[src/rtl/icache_fetch_responder_if.sv]
// Fetch-side and backing-memory-side signals of the instruction cache.
// The slave modport is the cache. The master modport is the fetch stage together with the backing memory.
interface icache_fetch_responder_if;
  logic [31:0] fetch_addr;
  logic        fetch_hit;
  logic [31:0] fetch_instr;
  logic        invalidate;
  logic        mem_req;
  logic [31:0] mem_addr;
  logic        mem_ack;
  logic [31:0] mem_rdata;

  modport slave (
    input  fetch_addr, invalidate, mem_ack, mem_rdata,
    output fetch_hit, fetch_instr, mem_req, mem_addr
  );

  modport master (
    output fetch_addr, invalidate, mem_ack, mem_rdata,
    input  fetch_hit, fetch_instr, mem_req, mem_addr
  );
endinterface

[src/rtl/icache_fetch_responder.sv]
// icache_fetch_responder: direct-mapped, read-only instruction cache.
// A lookup is purely combinational while idle. A miss starts a line fill that
// fetches the whole line word by word over a req/ack handshake. The re-lookup
// happens once the FSM is back in IDLE.
module icache_fetch_responder #(
  parameter int LINES          = 16,
  parameter int WORDS_PER_LINE = 4
) (
  input  logic                    clk,
  input  logic                    reset,
  icache_fetch_responder_if.slave bus
);

  localparam int OB = $clog2(WORDS_PER_LINE);
  localparam int IB = $clog2(LINES);
  localparam int TW = 32 - OB - IB - 2;
  localparam logic [OB-1:0] CNT_LAST = OB'(WORDS_PER_LINE - 1);
  localparam logic [OB-1:0] CNT_ONE  = OB'(1);

  typedef enum logic [1:0] {
    ST_IDLE = 2'd0,
    ST_FILL = 2'd1,
    ST_DONE = 2'd2
  } state_t;

  state_t r_state;
  state_t w_state_nxt;

  // Data and tags are never reset; the valid bits alone decide a hit.
  logic [31:0]      r_data [LINES][WORDS_PER_LINE];
  logic [TW-1:0]    r_tag  [LINES];
  logic [LINES-1:0] r_valid;

  // Line address of the fill in progress (fetch_addr[31:OB+2]).
  logic [29-OB:0]   r_base_line;
  logic [OB-1:0]    r_cnt;
  // Set when invalidate was seen during a fill, so the filled line stays invalid.
  logic             r_sticky;

  logic [OB-1:0]    w_offset;
  logic [IB-1:0]    w_index;
  logic [TW-1:0]    w_tag;
  logic [IB-1:0]    w_fill_idx;
  logic [TW-1:0]    w_fill_tag;
  logic             w_hit;
  logic             w_fill_ack;
  logic             w_fill_last;
  logic             w_unused;

  assign w_offset   = bus.fetch_addr[OB+1:2];
  assign w_index    = bus.fetch_addr[OB+IB+1:OB+2];
  assign w_tag      = bus.fetch_addr[31:OB+IB+2];
  assign w_fill_idx = r_base_line[IB-1:0];
  assign w_fill_tag = r_base_line[29-OB:IB];
  // Byte-offset bits of the fetch address play no part in the lookup.
  assign w_unused   = &{1'b0, bus.fetch_addr[1:0]};

  assign w_hit       = (r_state == ST_IDLE) && r_valid[w_index] && (r_tag[w_index] == w_tag);
  // An ack counts only while a request is outstanding.
  assign w_fill_ack  = (r_state == ST_FILL) && bus.mem_ack;
  assign w_fill_last = w_fill_ack && (r_cnt == CNT_LAST);

  assign bus.fetch_hit   = w_hit;
  assign bus.fetch_instr = w_hit ? r_data[w_index][w_offset] : 32'h0000_0000;
  assign bus.mem_req     = (r_state == ST_FILL);
  assign bus.mem_addr    = (r_state == ST_FILL) ? {r_base_line, r_cnt, 2'b00} : 32'h0000_0000;

  // Next-state logic of the fill FSM.
  always_comb begin
    w_state_nxt = r_state;
    case (r_state)
      ST_IDLE: begin
        if (!w_hit && !bus.invalidate) begin
          w_state_nxt = ST_FILL;
        end else begin
          w_state_nxt = ST_IDLE;
        end
      end
      ST_FILL: begin
        if (w_fill_last) begin
          w_state_nxt = ST_DONE;
        end else begin
          w_state_nxt = ST_FILL;
        end
      end
      ST_DONE: w_state_nxt = ST_IDLE;
      default: w_state_nxt = ST_IDLE;
    endcase
  end

  // State register plus the fill bookkeeping: base, word counter, sticky flag and valid bits.
  always_ff @(posedge clk or negedge reset) begin
    if (!reset) begin
      r_state     <= ST_IDLE;
      r_cnt       <= '0;
      r_valid     <= '0;
      r_sticky    <= 1'b0;
      r_base_line <= '0;
    end else begin
      r_state <= w_state_nxt;
      case (r_state)
        ST_IDLE: begin
          if (bus.invalidate) begin
            r_valid <= '0;
          end else if (!w_hit) begin
            r_base_line <= bus.fetch_addr[31:OB+2];
            r_cnt       <= '0;
          end else begin
            r_cnt <= r_cnt;
          end
        end
        ST_FILL: begin
          if (bus.invalidate) begin
            r_sticky <= 1'b1;
          end else begin
            r_sticky <= r_sticky;
          end
          if (w_fill_ack) begin
            r_cnt <= r_cnt + CNT_ONE;
          end else begin
            r_cnt <= r_cnt;
          end
          if (bus.invalidate) begin
            r_valid <= '0;
          end else if (w_fill_last && !r_sticky) begin
            r_valid[w_fill_idx] <= 1'b1;
          end else begin
            r_valid <= r_valid;
          end
        end
        ST_DONE: begin
          r_sticky <= 1'b0;
          if (bus.invalidate) begin
            r_valid <= '0;
          end else begin
            r_valid <= r_valid;
          end
        end
        default: begin
          r_sticky <= 1'b0;
        end
      endcase
    end
  end

  // Fill writes into the unreset data and tag arrays.
  always_ff @(posedge clk) begin
    if (w_fill_ack) begin
      r_data[w_fill_idx][r_cnt] <= bus.mem_rdata;
    end
    if (w_fill_last) begin
      r_tag[w_fill_idx] <= w_fill_tag;
    end
  end

endmodule

[src/flat_wrapper.sv]
// flat-port wrapper written by rule: the top's interface ports become plain ports
module icache_fetch_responder_flat 
#(
  parameter int LINES          = 16,
  parameter int WORDS_PER_LINE = 4
)
  (clk, reset, bus_fetch_addr, bus_invalidate, bus_mem_ack, bus_mem_rdata, bus_fetch_hit, bus_fetch_instr, bus_mem_req, bus_mem_addr);
  icache_fetch_responder_if bus_i ();
  input  logic clk;
  input  logic reset;
  input wire logic [$bits(bus_i.fetch_addr)-1:0] bus_fetch_addr;
  input wire logic [$bits(bus_i.invalidate)-1:0] bus_invalidate;
  input wire logic [$bits(bus_i.mem_ack)-1:0] bus_mem_ack;
  input wire logic [$bits(bus_i.mem_rdata)-1:0] bus_mem_rdata;
  output wire logic [$bits(bus_i.fetch_hit)-1:0] bus_fetch_hit;
  output wire logic [$bits(bus_i.fetch_instr)-1:0] bus_fetch_instr;
  output wire logic [$bits(bus_i.mem_req)-1:0] bus_mem_req;
  output wire logic [$bits(bus_i.mem_addr)-1:0] bus_mem_addr;
  assign bus_i.fetch_addr = bus_fetch_addr;
  assign bus_i.invalidate = bus_invalidate;
  assign bus_i.mem_ack = bus_mem_ack;
  assign bus_i.mem_rdata = bus_mem_rdata;
  assign bus_fetch_hit = bus_i.fetch_hit;
  assign bus_fetch_instr = bus_i.fetch_instr;
  assign bus_mem_req = bus_i.mem_req;
  assign bus_mem_addr = bus_i.mem_addr;
  icache_fetch_responder #(.LINES(LINES), .WORDS_PER_LINE(WORDS_PER_LINE)) u_core (.clk(clk), .reset(reset), .bus(bus_i));
endmodule
[config.mk]
export PLATFORM = sky130hd
export DESIGN_NAME = icache_fetch_responder_flat
export DESIGN_NICKNAME = d
export VERILOG_FILES = /design/src/rtl/icache_fetch_responder_if.sv /design/src/rtl/icache_fetch_responder.sv /design/src/flat_wrapper.sv
export SDC_FILE = /design/constraint.sdc
export NUM_CORES = 2
export LEC_CHECK = 0
export BUFFER_PORTS_ARGS = -buffer_cell sky130_fd_sc_hd__buf_2
export CAP_MARGIN = 20
export CORE_ASPECT_RATIO = 1.4
export CORE_MARGIN = 2
export CORE_UTILIZATION = 48
export DETAILED_ROUTE_END_ITERATION = 8
export PLACE_DENSITY = 0.73
export SYNTH_ARGS = -nofsm -noshare
export SYNTH_HDL_FRONTEND = slang
export SYNTH_SLANG_ARGS = --single-unit
[constraint.sdc]
create_clock -name clk -period 5.8 [get_ports clk]
set_clock_uncertainty 0.15 [all_clocks]
set_input_delay 0.29 -clock clk [delete_from_list [all_inputs] [get_ports clk]]
set_output_delay 0.29 -clock clk [all_outputs]
set_load 0.005 [all_outputs]
==> results_dict.tcl <==
set metrics [dict create \
    setup_ws_ns 0.3523 \
    slew_violations 0 \
    setup_viol 0 \
    vias 44750 \
    yosys.area_share.simple 0.01412 \
    drv_cap 0 \
    r2r-end "u_core.r_base_line[18]" \
    ys_types 69 \
    die_area_sq_um 203000 \
    final_cell_area_sq_um 108100 \
    synthTopCellsByArea "edfxtp_1 (76%), mux4_2 (17%), dfrtp_1 (1.3%)" \
    outcome "completed" \
    p_leak_nw 33.75 \
    ys_seq_area_frac 0.7759 \
    syn_to_final_growth_pct 12.96 \
    fin_setup_tns_ns 0 \
    antenna_found_initial 19 \
    relSlewSlack 0.2140 \
    ios 134 \
    place_area_sq_um 100300 \
    initial_core_util 0.4839 \
    synth.area.mux_share 0.1863 \
    clkLatencyLatePin_ns 0.86 \
    clkSinkCount 2481 \
    synth-xor-area-share 0.002013 \
    holdWs_ns 0.06337 \
    max_freq_mhz 183.6 \
    routabilityCongestion 0.7827 \
    dp_hpwl_um 123100 \
    grt_pass1_vias 45560 \
    avgRoutedWirePerCell_um 32.37 \
    synthAdderAreaFrac 0.0005230 \
    finalHoldViolations 0 \
    rr_worst_depth 9 \
    r2r_start "u_core.r_tag[9][13]" \
    fin_crit_sh 0.9393 \
    critPathCaptureType "output pin" \
    required_ns 5.36 \
    cts_setup_buffers 0 \
    ant_nets 0 \
    synth_compound_area_frac 0.009309 \
    drc 0 \
    avgSynthCellArea_sq_um 24.02 \
    syn_area_sq_um 95700 \
    rows 193 \
    grt_setup_unrepaired "no" \
    synth-edff-count 2432 \
    cts.clk_slew.worst_paths_ns 0.07 \
    cts_inserted_buffers 215 \
    grt_usage 0.2249 \
    total_power_mw 38.37 \
    hold_class "primary input to flop" \
    holdPathEnd "u_core.r_data[4][42]" \
    drt_wl_total_um 230400 \
    min_from "bus_mem_rdata[10]" \
    yosys-top-cells-count "edfxtp_1 (2432), mux4_2 (729), buf_2 (119), nor2_1 (91), mux2i_1 (85)" \
    hold_path_depth 1 \
    final_cell_count_no_fill 7117 \
    synth-main-ff-cell "edfxtp_1" \
    ir_drop_uv 396.3 \
    crit_type "primary input to output pin" \
    grt_pass1_wl_um 328800 \
    cpMaxStageDelayCell "a311oi_1" \
    path_cells "dlygate4sd3_1 > buf_8 > nor2b_1 > a22oi_1 > nand4b_1 > o311ai_1 > or4b_4 > nor3_1 > nand3_2 > a311oi_1 > buf_2" \
    synth_largest_area_cell "edfxtp_1" \
    rrSetupSlack_ns 1.91 \
    clockBufferDepth 4 \
    die_y_um 532.3 \
    ys_ff_latch 2481 \
    place_inst 6649 \
    cts_root_buf "clkbuf_16" \
    arrival_ns 5.01 \
    grt.overflow.total 0 \
    drive_gt1_frac 0.3179 \
    finalCriticalPeriod_ns 5.448 \
    finalNetCount 4381 \
    dr.pass1.iters 7 \
    synthArstFlopShare 0.01975 \
    numPortBuffers 129 \
    cp-start-kind "primary input" \
    via_per_inst 6.287 \
    synth.most_common_cell "edfxtp_1" \
    cts_resized 0 \
    drtIter0Drc 5398 \
    synth_top_family_by_area "multiplexers" \
    core_area_sq_um 197800 \
    pre_cts_slack_ns 0.7771 \
    yosys.area.top_type_share 0.7631 \
    cp_slowest_stage_delay_ns 0.85 \
    cp_max_fo 66 \
    tritoncts "yes" \
    grt_max_degree 138 \
    yosys_warnings 0 \
    post-route-util 0.5466 \
    htreeDepth 4 \
    power_density_nw_per_um2 354.9 \
    syn_inst 3985 \
    worst_pin_slew_ns 1.176 \
    die_x_um 381.4 \
]
sequential cells by signal, indices dropped and copies added, names as in the netlist:
signal / flops
u_core.r_base_line: 28
u_core.r_cnt: 2
u_core.r_data: 2048
u_core.r_state: 2
u_core.r_sticky: 1
u_core.r_tag: 384
u_core.r_valid: 16
power breakdown:
group | total, mW | internal, mW | leakage [nW] | switching (mW)
Combinational | 3.05 | 1.20 | 7.92 | 1.86
Sequential | 21.2 | 20.6 | 22.5 | 0.581
Clock | 14.1 | 7.87 | 3.34 | 6.22
Total | 38.4 | 29.7 | 33.8 | 8.66
cells by family (layout without fill, tap and decap cells):
| logic type | Yosys count | in the layout |
|---|---|---|
| AO/OA/AOI/OAI | 117 | 117 |
| other | 1 | 7 |
| multiplexers | 858 | 858 |
| flip-flops | 2481 | 2481 |
| adder cells (fa/ha/maj) | 4 | 4 |
| AND/OR/NAND/NOR | 271 | 271 |
| buffers and inverters | 231 | 725 |
| XOR/XNOR | 22 | 22 |
metal layers:
metal	track usage	wire [um]
met3	0.03707	20130
met1	0.2988	84890
met2	0.3821	117800
met4	0.07109	7560
met5	0	38
layout by cell type (no fill, tap or decap), drive strengths merged, types with 18 or more instances in the layout:
cell type	synthesis	layout
dlygate4sd3	0	52
nor2	91	91
edfxtp	2432	2432
clkinv	0	89
mux4	731	731
a211oi	23	23
nor2b	36	36
mux2	42	42
buf	156	274
xnor2	18	18
mux2i	85	85
and2	37	37
clkbuf	65	267
bufinv	0	19
nand2	54	54
dfrtp	49	49
critical path: cells and delay by family:
kind                   cells  cell delay (ns)
AOI/OAI and AO/OA          3             1.22
buffers and inverters      3             1.32
and+or+nand+nor            5             2.14
repair_timing:
action,in CTS,in global routing
hold buffers,32,20
endpoints found under the setup margin,0,0
hold endpoints to repair,205,1143
final cells by class:
cell class / instances / area (sq um)
multi-input cells: 1274 / 20820
clock inverters: 122 / 1101
flip-flops and latches: 2481 / 74260
fillers: 14180 / 89660
diodes: 5 / 12.51
repair buffers: 327 / 2836
well taps: 2632 / 3293
inverters: 10 / 42.54
clock buffers: 266 / 5749
worst max path at each step:
| stage | start | to | slack [ns] | cells after the start |
|---|---|---|---|---|
| finish | bus_fetch_addr[6] | bus_fetch_instr[12] | 0.35 | 11 |
| CTS | bus_fetch_addr[6] | bus_fetch_instr[7] | 0.28 | 11 |
| detailed placement | bus_fetch_addr[5] | bus_fetch_instr[7] | 0.78 | 10 |
| floorplan | u_core.r_state[0] | u_core.r_data[15][0] | 1.38 | 6 |
| global route | bus_fetch_addr[6] | bus_fetch_instr[27] | 0.22 | 12 |
| global placement | bus_fetch_addr[4] | bus_fetch_instr[18] | 0.82 | 9 |
No activity file was read; power rests on OpenSTA's default activity.
